File: src/rtl/mem_port_arbiter_pkg.sv
// Shared encodings and default widths for the program/data memory port arbiter.
package mem_port_arbiter_pkg;

    localparam int unsigned AW_DEF = 8;
    localparam int unsigned DW_DEF = 8;

    typedef logic [1:0] state_t;

    localparam state_t ST_IDLE  = 2'd0;
    localparam state_t ST_ISSUE = 2'd1;
    localparam state_t ST_RESP  = 2'd2;

    localparam logic OWN_CPU = 1'b0;
    localparam logic OWN_LD  = 1'b1;

endpackage

File: src/rtl/mem_port_arbiter_rr_pick2.sv
// Two-input round-robin picker; the caller keeps the last-owner register.
module rr_pick2
    import mem_port_arbiter_pkg::*;
(
    input  logic [1:0] req,
    input  logic       last,
    output logic       winner,
    output logic       valid
);

    // req is indexed by owner ID: bit OWN_CPU is the CPU, bit OWN_LD the loader.
    always_comb begin
        valid  = |req;
        winner = OWN_CPU;
        unique case (req)
            2'b01:   winner = OWN_CPU;
            2'b10:   winner = OWN_LD;
            2'b11:   winner = ~last;
            default: winner = OWN_CPU;
        endcase
    end

endmodule

File: src/rtl/mem_port_arbiter.sv
// Shares the single-port synchronous-read memory between the CPU datapath and the
// front-panel loader: IDLE -> ISSUE -> RESP per access, round-robin on ties.
module mem_port_arbiter
    import mem_port_arbiter_pkg::*;
#(
    parameter int unsigned AW = AW_DEF,
    parameter int unsigned DW = DW_DEF
) (
    input  logic          clk,
    input  logic          rst_n,
    input  logic          cpu_halted,
    input  logic          cpu_req,
    input  logic          cpu_we,
    input  logic [AW-1:0] cpu_addr,
    input  logic [DW-1:0] cpu_wdata,
    output logic          cpu_gnt,
    output logic          cpu_done,
    output logic [DW-1:0] cpu_rdata,
    output logic          cpu_stall,
    input  logic          ld_req,
    input  logic          ld_we,
    input  logic [AW-1:0] ld_addr,
    input  logic [DW-1:0] ld_wdata,
    output logic          ld_gnt,
    output logic          ld_done,
    output logic [DW-1:0] ld_rdata,
    output logic          mem_en,
    output logic          mem_we,
    output logic [AW-1:0] mem_addr,
    output logic [DW-1:0] mem_wdata,
    input  logic [DW-1:0] mem_rdata
);

    state_t        state_q, state_d;
    logic          owner_q, owner_d;
    logic          last_owner_q, last_owner_d;
    logic          mem_en_q, mem_en_d;
    logic          mem_we_q, mem_we_d;
    logic [AW-1:0] mem_addr_q, mem_addr_d;
    logic [DW-1:0] mem_wdata_q, mem_wdata_d;
    logic [DW-1:0] cpu_rdata_q, cpu_rdata_d;
    logic [DW-1:0] ld_rdata_q, ld_rdata_d;

    logic cpu_elig;
    logic pick_winner;
    logic pick_valid;
    logic in_issue;
    logic in_resp;

    assign cpu_elig = cpu_req & ~cpu_halted;

    rr_pick2 u_pick (
        .req    ({ld_req, cpu_elig}),
        .last   (last_owner_q),
        .winner (pick_winner),
        .valid  (pick_valid)
    );

    always_comb begin
        state_d      = state_q;
        owner_d      = owner_q;
        last_owner_d = last_owner_q;
        mem_en_d     = 1'b0;
        mem_we_d     = mem_we_q;
        mem_addr_d   = mem_addr_q;
        mem_wdata_d  = mem_wdata_q;
        cpu_rdata_d  = cpu_rdata_q;
        ld_rdata_d   = ld_rdata_q;
        unique case (state_q)
            ST_IDLE: begin
                if (pick_valid) begin
                    state_d      = ST_ISSUE;
                    owner_d      = pick_winner;
                    last_owner_d = pick_winner;
                    mem_en_d     = 1'b1;
                    if (pick_winner == OWN_LD) begin
                        mem_we_d    = ld_we;
                        mem_addr_d  = ld_addr;
                        mem_wdata_d = ld_wdata;
                    end else begin
                        mem_we_d    = cpu_we;
                        mem_addr_d  = cpu_addr;
                        mem_wdata_d = cpu_wdata;
                    end
                end
            end
            ST_ISSUE: state_d = ST_RESP;
            ST_RESP: begin
                state_d = ST_IDLE;
                if (!mem_we_q) begin
                    if (owner_q == OWN_CPU) cpu_rdata_d = mem_rdata;
                    else                    ld_rdata_d  = mem_rdata;
                end
            end
            default: state_d = ST_IDLE;
        endcase
    end

    always_ff @(posedge clk) begin
        if (!rst_n) begin
            state_q      <= ST_IDLE;
            owner_q      <= OWN_CPU;
            last_owner_q <= OWN_LD;
            mem_en_q     <= 1'b0;
            mem_we_q     <= 1'b0;
            mem_addr_q   <= '0;
            mem_wdata_q  <= '0;
            cpu_rdata_q  <= '0;
            ld_rdata_q   <= '0;
        end else begin
            state_q      <= state_d;
            owner_q      <= owner_d;
            last_owner_q <= last_owner_d;
            mem_en_q     <= mem_en_d;
            mem_we_q     <= mem_we_d;
            mem_addr_q   <= mem_addr_d;
            mem_wdata_q  <= mem_wdata_d;
            cpu_rdata_q  <= cpu_rdata_d;
            ld_rdata_q   <= ld_rdata_d;
        end
    end

    assign in_issue = (state_q == ST_ISSUE);
    assign in_resp  = (state_q == ST_RESP);

    assign mem_en    = mem_en_q;
    assign mem_we    = mem_we_q;
    assign mem_addr  = mem_addr_q;
    assign mem_wdata = mem_wdata_q;

    assign cpu_gnt = in_issue & (owner_q == OWN_CPU);
    assign ld_gnt  = in_issue & (owner_q == OWN_LD);

    // A reset arriving during RESP suppresses done, so the pulse is gated by rst_n.
    assign cpu_done = in_resp & (owner_q == OWN_CPU) & rst_n;
    assign ld_done  = in_resp & (owner_q == OWN_LD) & rst_n;

    // Read data is forwarded in the done cycle, then held from the capture register.
    assign cpu_rdata = (cpu_done & ~mem_we_q) ? mem_rdata : cpu_rdata_q;
    assign ld_rdata  = (ld_done & ~mem_we_q) ? mem_rdata : ld_rdata_q;

    assign cpu_stall = cpu_req & ~cpu_done & ~cpu_halted;

endmodule
File: config.mk
export PLATFORM = sky130hd
export DESIGN_NAME = mem_port_arbiter
export DESIGN_NICKNAME = d
export VERILOG_FILES = /design/src/rtl/mem_port_arbiter_pkg.sv /design/src/rtl/mem_port_arbiter_rr_pick2.sv /design/src/rtl/mem_port_arbiter.sv
export SDC_FILE = /design/constraint.sdc
export NUM_CORES = 1
export LEC_CHECK = 0
export CAP_MARGIN = 25
export CORE_ASPECT_RATIO = 0.5
export CORE_MARGIN = 2
export CORE_UTILIZATION = 35
export CTS_CLUSTER_DIAMETER = 200
export DETAILED_ROUTE_END_ITERATION = 12
export PLACE_DENSITY = 0.8
export SLEW_MARGIN = 15
export SYNTH_ARGS = -nofsm -noshare
export SYNTH_HDL_FRONTEND = slang
export SYNTH_SLANG_ARGS = --single-unit
export TNS_END_PERCENT = 30
File: constraint.sdc
create_clock -name clk -period 2 [get_ports clk]
set_clock_uncertainty 0.2 [all_clocks]
set_input_delay 0.5 -clock clk [delete_from_list [all_inputs] [get_ports clk]]
set_output_delay 0.5 -clock clk [all_outputs]
set_load 0.05 [all_outputs]
==> impl_metrics.py, run 1 <==
metrics = {
    "cells_and_area": {
        "fin_util_pct": 70.89,
        "area_growth_pct": 91.78,
        "drive_above_1_share_pct": 38.80,
        "diodes": 0,
        "num-nets-final": 345,
        "instances_no_fill": 365,
        "final_area_sq_um": 3182,
    },
    "timing": {
        "finalCriticalPeriod_ns": 2.385,
        "relSlewSlack_pct": 85.85,
        "worst_slack_ns": -0.3848,
        "finalSetupTns_ns": -6.060,
        "finalSetupViolations": 20,
        "slew_viol_final": 0,
        "fin_crit_sh_pct": 119.2,
        "whs_ns": 0.2845,
        "hold_viol_final": 0,
        "rsz0062_at_grt": "true",
        "tightest_slew_ns": 0.2121,
        "fmax_mhz": 419.3,
    },
    "critical_path": {
        "crit_type": "reg2out",
        "crit_slowest_cell": "dfxtp_4",
        "crit_required_ns": 1.30,
        "start_kind": "flop",
        "slowest_delay_ns": 0.36,
        "cp.arrival_ns": 1.68,
        "critPathMaxFanout": 7,
        "endpoint_kind": "primary output",
        "crit_chain": "nor3_4 -> nor2b_4 -> buf_8 -> mux2_4 -> buf_12",
    },
    "grt": {
        "grt_usage_pct": 20.26,
        "antenna_found_initial": 0,
        "grt_max_degree": 22,
        "grt_pass1_wl_microns": 8431,
        "grt_overflow": 0,
        "grt_pass1_vias": 1852,
    },
    "yosys": {
        "synth_cell_types": 25,
        "synthSimpleGateAreaFrac_pct": 16.37,
        "synth_top_family_by_area": "compound AO/OA/AOI/OAI gates",
        "synth_compound_area_share_pct": 21.42,
        "syn_nets": 225,
        "netlist_instances": 178,
        "async_flop_share_pct": 0,
        "yosysSeqAreaShare_pct": 45.85,
        "yosysWarningCount": 0,
        "syn_area_sq_um": 1659,
        "yosys.area_share.xor_xnor_pct": 0,
        "synth-edff-count": 0,
        "ys_ff_latch": 38,
        "synth_area_leaders": "dfxtp_1 46%, mux2_2 9.5%, a22o_1 8.4%, nand2_1 8.4%, a31oi_1 6.8%",
        "synth_top_area_cell": "dfxtp_1",
        "synthAdderAreaFrac_pct": 0,
        "muxShareOfSynthArea_pct": 11.31,
        "synth_top_area_share_pct": 45.85,
        "syn_area_per_cell_sq_um": 9.321,
        "synth_ff_type": "dfxtp_1",
    },
    "routing": {
        "vias_per_cell": 4.962,
        "route.detailed.drc": 0,
        "drt-total-wl_microns": 5350,
        "post_drt_wl_per_cell_microns": 14.66,
        "drtIter0Drc": 34,
        "dr.pass1.iters": 5,
        "dr_total_vias": 1811,
        "ant_nets": 0,
    },
    "clock_network": {
        "htreeDepth": 2,
        "clock-sinks": 38,
        "holdBufCountCts": 0,
        "cts-root-buf": "clkbuf_8",
        "cts_tree": "yes",
        "clkTransAtPathRegs_ns": 0.08,
        "cts_buffer_depth": 2,
        "cts_buffers": 5,
        "insertion_delay_ns": 0.28,
    },
    "power_and_ir_drop": {
        "total_leakage_power_nw": 1.355,
        "total_power_mw": 2.061,
        "ir_drop_v": 0.0003324,
        "p_per_area_nw_per_um2": 647.7,
    },
    "placement": {
        "dpl.cell_count": 349,
        "port_buffers": 85,
        "gp_congestion": 0.7329,
        "dpl_worst_slack_ns": -0.6911,
        "dpl_cell_area_sq_um": 2833,
        "dp_hpwl_microns": 3632,
    },
    "floorplanning": {
        "die_x_microns": 101.4,
        "die_area_sq_um": 5340,
        "die_h_microns": 52.69,
        "num_rows": 17,
        "io_pins": 86,
        "start_util_pct": 36.97,
        "coreArea_sq_um": 4488,
    },
    "run": {
        "drv_cap": 0,
    },
    "worst_hold_path": {
        "hold_class": "reg2reg",
    },
    "status": {
        "violations": "setup timing",
        "status": "finished, violations left",
    },
}
-- cells in the final DEF, fill, tap and decap left out --
| cell | n |
|---|---|
| clkinv_2 | 1 |
| nor2_1 | 1 |
| nand3_1 | 2 |
| clkbuf_16 | 1 |
| and3b_1 | 1 |
| dfxtp_1 | 35 |
| nand2b_1 | 2 |
| a21oi_1 | 2 |
| clkdlybuf4s15_1 | 1 |
| nor2_4 | 2 |
| mux2_4 | 16 |
| nor3_4 | 2 |
| nor2b_2 | 1 |
| dfxtp_4 | 3 |
| clkbuf_8 | 6 |
| clkinvlp_4 | 1 |
| nor2b_1 | 1 |
| clkdlybuf4s50_1 | 45 |
| nand2_1 | 35 |
| buf_8 | 10 |
| inv_1 | 1 |
| buf_12 | 11 |
| a22o_1 | 16 |
| and2_1 | 3 |
| o21ai_0 | 17 |
| nor3b_4 | 2 |
| nor3b_1 | 1 |
| buf_6 | 4 |
| a31oi_1 | 18 |
| nand2_2 | 2 |
| nand3b_1 | 1 |
| buf_4 | 53 |
| o21a_1 | 1 |
| nor2b_4 | 1 |
-- cell usage after synthesis, types with 2 or more instances --
cell and number:
nor2_1 2, clkbuf_1 3, nand2b_1 2, mux2_2 14, nand2_1 37, dfxtp_1 38, and2_1 3, nand3_1 2
a22o_1 16, nor3b_1 3, a21oi_1 2, o21ai_0 17, a31oi_1 18, buf_6 3, mux2_4 2, nor2b_1 3
buf_4 2, buf_2 4
-- area by class of cell --
type	instances	area, sq um
repair buffers	125	1299
fillers	323	1306
multi-input cells	127	929.6
well taps	66	82.58
clock inverters	2	12.51
clock buffers	6	82.58
inverters	1	3.754
flip-flops and latches	38	772.0
-- critical path: cells and delay by family, from the launching register on --
family,cells,cell delay [ns]
and+or+nand+nor,2,0.39
buffers and inverters,2,0.31
DFF,1,0.36
muxes,1,0.32
-- power breakdown --
group	leakage [nW]	total, mW	internal (mW)	switching [mW]
Combinational	0.994	0.673	0.310	0.362
Sequential	0.314	0.844	0.810	0.0340
Clock	0.0472	0.545	0.277	0.268
-- sequential cells by signal (all words and copies together), names as in the netlist --
signal and cells:
cpu_rdata_q 8, owner_q 1, last_owner_q 1, ld_rdata_q 8, state_q 2, mem_we 1, mem_addr 8, mem_en 1
mem_wdata 8
-- final timing paths --
kind | slack [ns] | startpoint | endpoint | cells after the start
max | -0.38 | owner_q | cpu_rdata[0] | 5
min reg2reg | 0.28 | cpu_rdata_q[7] | cpu_rdata_q[7] | 1
min | 0.28 | cpu_rdata_q[7] | cpu_rdata_q[7] | 1
max reg2reg | 0.27 | state_q[0] | mem_addr[0] | 7
-- metal layers --
| layer | routed length (microns) | track usage [%] |
|---|---|---|
| met5 | 0 | 0 |
| met4 | 110 | 6.532 |
| met3 | 214 | 4.533 |
| met2 | 2855 | 39.62 |
| met1 | 2171 | 22.02 |
-- repair_timing --
item | 4_1_cts | 5_1_grt
hold endpoints to repair | 0 | 0
buffers inserted | 2 | 4
gates resized for setup | 46 | 5
setup endpoints to repair | 19 | 20
gates cloned | 2 | 0
pin swaps | 5 | 4
-- kinds of logic after synthesis --
| group | after synthesis |
|---|---|
| simple gates | 57 |
| compound gates | 54 |
| flops | 38 |
| mux | 16 |
| buf+inv | 13 |
Note: power is estimated with default switching activity, not from simulation.
==> inputs of run 2 (changes only) <==
--- a/config.mk
+++ b/config.mk
@@ -11,8 +11,9 @@
 export CORE_UTILIZATION = 35
 export CTS_CLUSTER_DIAMETER = 200
 export DETAILED_ROUTE_END_ITERATION = 12
-export PLACE_DENSITY = 0.8
-export SLEW_MARGIN = 15
+export DONT_BUFFER_PORTS = 1
+export PLACE_DENSITY = 0.56
+export SLEW_MARGIN = 20
 export SYNTH_ARGS = -nofsm -noshare
 export SYNTH_HDL_FRONTEND = slang
 export SYNTH_SLANG_ARGS = --single-unit
==> impl_metrics.py, run 2 (synthesis results as in run 1) <==
metrics = {
    "routing": {
        "route.detailed.drc": 0,
        "dr_total_vias": 1345,
        "drtIter0Drc": 48,
        "post_drt_wl_per_cell_microns": 14.43,
        "ant_nets": 0,
        "vias_per_cell": 5.134,
        "drt-total-wl_microns": 3780,
        "dr.pass1.iters": 4,
    },
    "placement": {
        "port_buffers": 0,
        "dp_hpwl_microns": 2637,
        "gp_congestion": 0.7027,
    },
    "floorplanning": {
        "die_x_microns": 101.4,
        "die_area_sq_um": 5340,
        "die_h_microns": 52.69,
        "num_rows": 17,
        "coreArea_sq_um": 4488,
        "start_util_pct": 36.97,
        "io_pins": 86,
    },
    "critical_path": {
        "reg2reg_slack_ns": 0.29,
        "r2r_start": "owner_q",
        "critPathMaxFanout": 7,
        "start_kind": "flop",
        "endpoint_kind": "primary output",
        "crit_chain": "nor3_4 -> nor2b_4 -> buf_6 -> mux2_4",
        "crit_required_ns": 1.30,
        "endpoint": "cpu_rdata[6]",
        "cp.arrival_ns": 1.57,
        "slowest_delay_ns": 0.39,
        "reg2reg_to": "ld_rdata_q[3]",
        "crit_slowest_cell": "mux2_4",
        "crit_type": "reg2out",
        "r2r_cells": 4,
        "crit_path_start": "mem_we",
    },
    "timing": {
        "slew_viol_final": 0,
        "tightest_slew_ns": 0.8314,
        "relSlewSlack_pct": 44.32,
        "finalSetupViolations": 16,
        "fmax_mhz": 441.3,
        "fin_crit_sh_pct": 113.3,
        "hold_viol_final": 0,
        "finalSetupTns_ns": -3.740,
        "worst_slack_ns": -0.2662,
        "rsz0062_at_grt": "true",
        "finalCriticalPeriod_ns": 2.266,
    },
    "cells_and_area": {
        "drive_above_1_share_pct": 29.59,
        "fin_util_pct": 46.08,
        "diodes": 0,
        "n_fill_cell": 433,
        "layout_common_cells": "35 x nand2_1, 34 x dfxtp_1, 18 x a31oi_1",
        "mostFrequentLayoutCell": "nand2_1",
        "num-nets-final": 242,
        "area_growth_pct": 24.66,
    },
    "clock_network": {
        "htreeDepth": 2,
        "cts-root-buf": "clkbuf_8",
        "insertion_delay_ns": 0.29,
        "clkTransAtPathRegs_ns": 0.07,
        "cts_buffers": 5,
        "cts_buffer_depth": 2,
        "cts_tree": "yes",
        "clock-sinks": 38,
    },
    "grt": {
        "grt_max_degree": 23,
        "grt_pass1_vias": 1284,
        "grt_overflow": 0,
        "grt_pass1_wl_microns": 5768,
        "grt_usage_pct": 14.39,
        "antenna_found_initial": 0,
    },
    "run": {
        "drv_cap": 0,
    },
    "power_and_ir_drop": {
        "p_per_area_nw_per_um2": 861.0,
        "total_power_mw": 1.781,
        "ir_drop_v": 0.0004824,
        "total_leakage_power_nw": 0.8372,
    },
    "worst_hold_path": {
        "hold_class": "in2reg",
    },
    "status": {
        "status": "finished, violations left",
        "violations": "setup timing",
    },
}
-- run 2: cell types whose count changed in the layout (fill, tap and decap cells not counted), sizes merged --
cell,before,now
clkdlybuf4s50,45,0
clkinvlp,1,0
clkdlybuf4s15,1,0
buf,78,22
-- run 2: cell type report --
cell class / count / area (sq um) / share of cell area, %
multi-input cells: 127 / 919.6 / 44.46
flip-flops and latches: 38 / 770.7 / 37.27
repair buffers: 22 / 200.2 / 9.679
clock buffers: 7 / 86.33 / 4.174
well taps: 66 / 82.58 / 3.993
clock inverters: 1 / 5.005 / 0.2420
inverters: 1 / 3.754 / 0.1815
-- run 2: through the flow --
step	setup WS [ns]	instance area [sq um]	std cells	hold slack (ns)
after global placement	-0.09486	1849	250	0.2527
after floorplan	-0.1565	1699	178	0.2383
after global routing	-0.3626	2068	262	0.07409
after CTS	-0.2835	2033	261	0.07206
final	-0.2662	2068	262	0.08682
after detailed placement	-0.09332	1849	250	0.2533
-- run 2: power by group --
part	switching (mW)	internal, mW
clock	0.260	0.278
sequential	0.167	0.810
combinational	0.159	0.106
-- run 2: how the worst min path moves through the flow --
stage                         startpoint  depth (start not counted)        endpoint
after CTS                          rst_n                          1    last_owner_q
after global placement     ld_rdata_q[2]                          1   ld_rdata_q[2]
after detailed placement   ld_rdata_q[1]                          1   ld_rdata_q[1]
final                              rst_n                          1    last_owner_q
after global routing               rst_n                          1    last_owner_q
after floorplan           cpu_rdata_q[0]                          1  cpu_rdata_q[0]
-- run 2: timing repair --
action                                  in CTS  in global routing
pin swaps                                    0                  2
hold buffers                                 0                  0
endpoints found under the setup margin      16                 18
gates resized for setup                     19                  7
setup buffers                                3                  1
-- run 2: metal layers --
metal,global-route usage [%],routed length [microns],up-vias
li1,-,-,672
met1,15.69,1567,628
met2,26.05,1913,41
met3,5.200,267,4
met4,5.405,31,0
met5,0,0,-
-- run 2: worst max-delay path, delay by kind of cell, from the launching register on --
| family | cells | cell delay, ns |
|---|---|---|
| buffers and inverters | 1 | 0.15 |
| flip-flops | 1 | 0.37 |
| multiplexers | 1 | 0.39 |
| AND/OR/NAND/NOR | 2 | 0.37 |
==> inputs of run 3 (changes only) <==
--- a/config.mk
+++ b/config.mk
@@ -12,7 +12,7 @@
 export CTS_CLUSTER_DIAMETER = 200
 export DETAILED_ROUTE_END_ITERATION = 12
 export DONT_BUFFER_PORTS = 1
-export PLACE_DENSITY = 0.56
+export PLACE_DENSITY_LB_ADDON = 0.08
 export SLEW_MARGIN = 20
 export SYNTH_ARGS = -nofsm -noshare
 export SYNTH_HDL_FRONTEND = slang
==> impl_metrics.py, run 3 (synthesis results as in run 1) <==
metrics = {
    "routing": {
        "vias_per_cell": 5.112,
        "route.detailed.drc": 0,
        "ant_nets": 0,
        "post_drt_wl_per_cell_microns": 15.21,
        "drt-total-wl_microns": 3939,
        "dr_total_vias": 1324,
        "drtIter0Drc": 33,
        "dr.pass1.iters": 4,
    },
    "power_and_ir_drop": {
        "clockPowerShare_pct": 35.2,
        "total_leakage_power_nw": 0.8194,
        "p_seq_share_pct": 51.2,
        "power_switching_mw": 0.5912,
        "total_power_mw": 1.909,
        "intPower_mw": 1.318,
        "ir_drop_v": 0.0003526,
        "p_per_area_nw_per_um2": 930.8,
        "p_comb_share_pct": 13.6,
        "swShare_pct": 30.97,
    },
    "clock_network": {
        "clkTransAtPathRegs_ns": 0.07,
        "clock-sinks": 38,
        "cts_tree": "yes",
        "cts_buffer_depth": 2,
        "htreeDepth": 2,
        "cts-root-buf": "clkbuf_8",
        "insertion_delay_ns": 0.28,
        "cts_buffers": 5,
    },
    "grt": {
        "grt_max_degree": 23,
        "grt_pass1_vias": 1300,
        "grt_usage_pct": 15.29,
        "antenna_found_initial": 0,
        "grt_overflow": 0,
        "grt_pass1_wl_microns": 6134,
    },
    "placement": {
        "dpl_cell_area_sq_um": 1842,
        "gp_congestion": 0.6816,
        "port_buffers": 0,
        "dpl_worst_slack_ns": -0.1084,
        "dp_hpwl_microns": 2642,
    },
    "status": {
        "status": "finished, violations left",
        "violations": "setup timing",
    },
    "critical_path": {
        "crit_required_ns": 1.30,
        "r2r_cells": 3,
        "endpoint_kind": "primary output",
        "crit_slowest_cell": "mux2_4",
        "start_kind": "flop",
        "critPathMaxFanout": 7,
        "slowest_delay_ns": 0.39,
        "crit_chain": "nor3_4 -> nor2b_4 -> buf_8 -> mux2_4",
        "cp.arrival_ns": 1.59,
        "crit_type": "reg2out",
    },
    "timing": {
        "fmax_mhz": 437.2,
        "worst_slack_ns": -0.2871,
        "hold_viol_final": 0,
        "tightest_slew_ns": 0.8260,
        "relSlewSlack_pct": 44.68,
        "rsz0062_at_grt": "true",
        "fin_crit_sh_pct": 114.4,
        "finalSetupViolations": 16,
        "slew_viol_final": 0,
        "finalCriticalPeriod_ns": 2.287,
    },
    "worst_hold_path": {
        "hold_class": "in2reg",
        "holdPathStages": 1,
    },
    "floorplanning": {
        "num_rows": 17,
        "io_pins": 86,
        "coreArea_sq_um": 4488,
        "die_h_microns": 52.69,
        "die_x_microns": 101.4,
        "die_area_sq_um": 5340,
        "start_util_pct": 36.97,
    },
    "cells_and_area": {
        "mostFrequentLayoutCell": "nand2_1",
        "layout_common_cells": "35 x nand2_1, 34 x dfxtp_1, 18 x a31oi_1",
        "final_area_sq_um": 2051,
        "diodes": 0,
        "drive_above_1_share_pct": 28.50,
        "area_growth_pct": 23.61,
        "num-nets-final": 239,
    },
    "run": {
        "drv_cap": 0,
    },
}
[run 3: cell types whose count changed in the layout (fill, tap and decap cells not counted), sizes merged]
cell / delta
buf: -3
clkinv: -1
bufinv: +1
[run 3: layer usage]
layer | track usage [%] | vias to the layer above | wire, microns
met1 | 18.58 | 603 | 1820
met5 | 0 | - | 0
li1 | - | 668 | -
met2 | 24.94 | 49 | 1772
met3 | 6.267 | 4 | 311
met4 | 4.730 | 0 | 35
[run 3: worst paths after layout]
path                                       to  slack [ns]           from
worst max-delay path             cpu_rdata[2]       -0.29     state_q[0]
worst min-delay path             last_owner_q        0.09          rst_n
worst max register to register  ld_rdata_q[7]        0.36     state_q[1]
worst min register to register  ld_rdata_q[3]        0.27  ld_rdata_q[3]
[run 3: timing repair]
item,4_1_cts,5_1_grt
cloned,1,0
setup endpoints to repair,16,19
hold buffers,0,0
buffers inserted,1,0
resized for setup,20,2
pin swaps,2,1
[run 3: area by class of cell]
cell class	count	area (sq um)
Sequential cell	38	768.2
Fill cell	450	2437
Clock buffer	7	86.33
Inverter	1	3.754
Multi-Input combinational cell	127	909.6
Clock inverter	1	30.03
Timing Repair Buffer	19	170.2
Tap cell	66	82.58
[run 3: power by group through the flow]
| stage | Clock [mW] | Sequential, mW | Combinational [mW] |
|---|---|---|---|
| after floorplan | 0 | 0.997 | 0.193 |
| after global placement | 0 | 0.993 | 0.247 |
| after detailed placement | 0 | 0.992 | 0.249 |
| after CTS | 0.694 | 0.978 | 0.263 |
| after global routing | 0.733 | 0.985 | 0.288 |
| final | 0.672 | 0.977 | 0.259 |
[run 3: stage by stage]
stage	utilization, %	setup TNS (ns)	hold slack, ns	std cells
global route	45.69	-5.730	0.07659	259
CTS	45.58	-4.377	0.08043	259
global placement	41.04	-0.6145	0.2522	249
floorplan	-	-0.5793	0.2383	178
detailed placement	41.04	-0.7107	0.2514	249
finish	45.69	-4.172	0.09157	259
[run 3: critical path, delay by kind of cell (launching register included)]
family	cells	cell delay, ns
simple gates	2	0.41
mux	1	0.39
flops	1	0.35
buf+inv	1	0.16
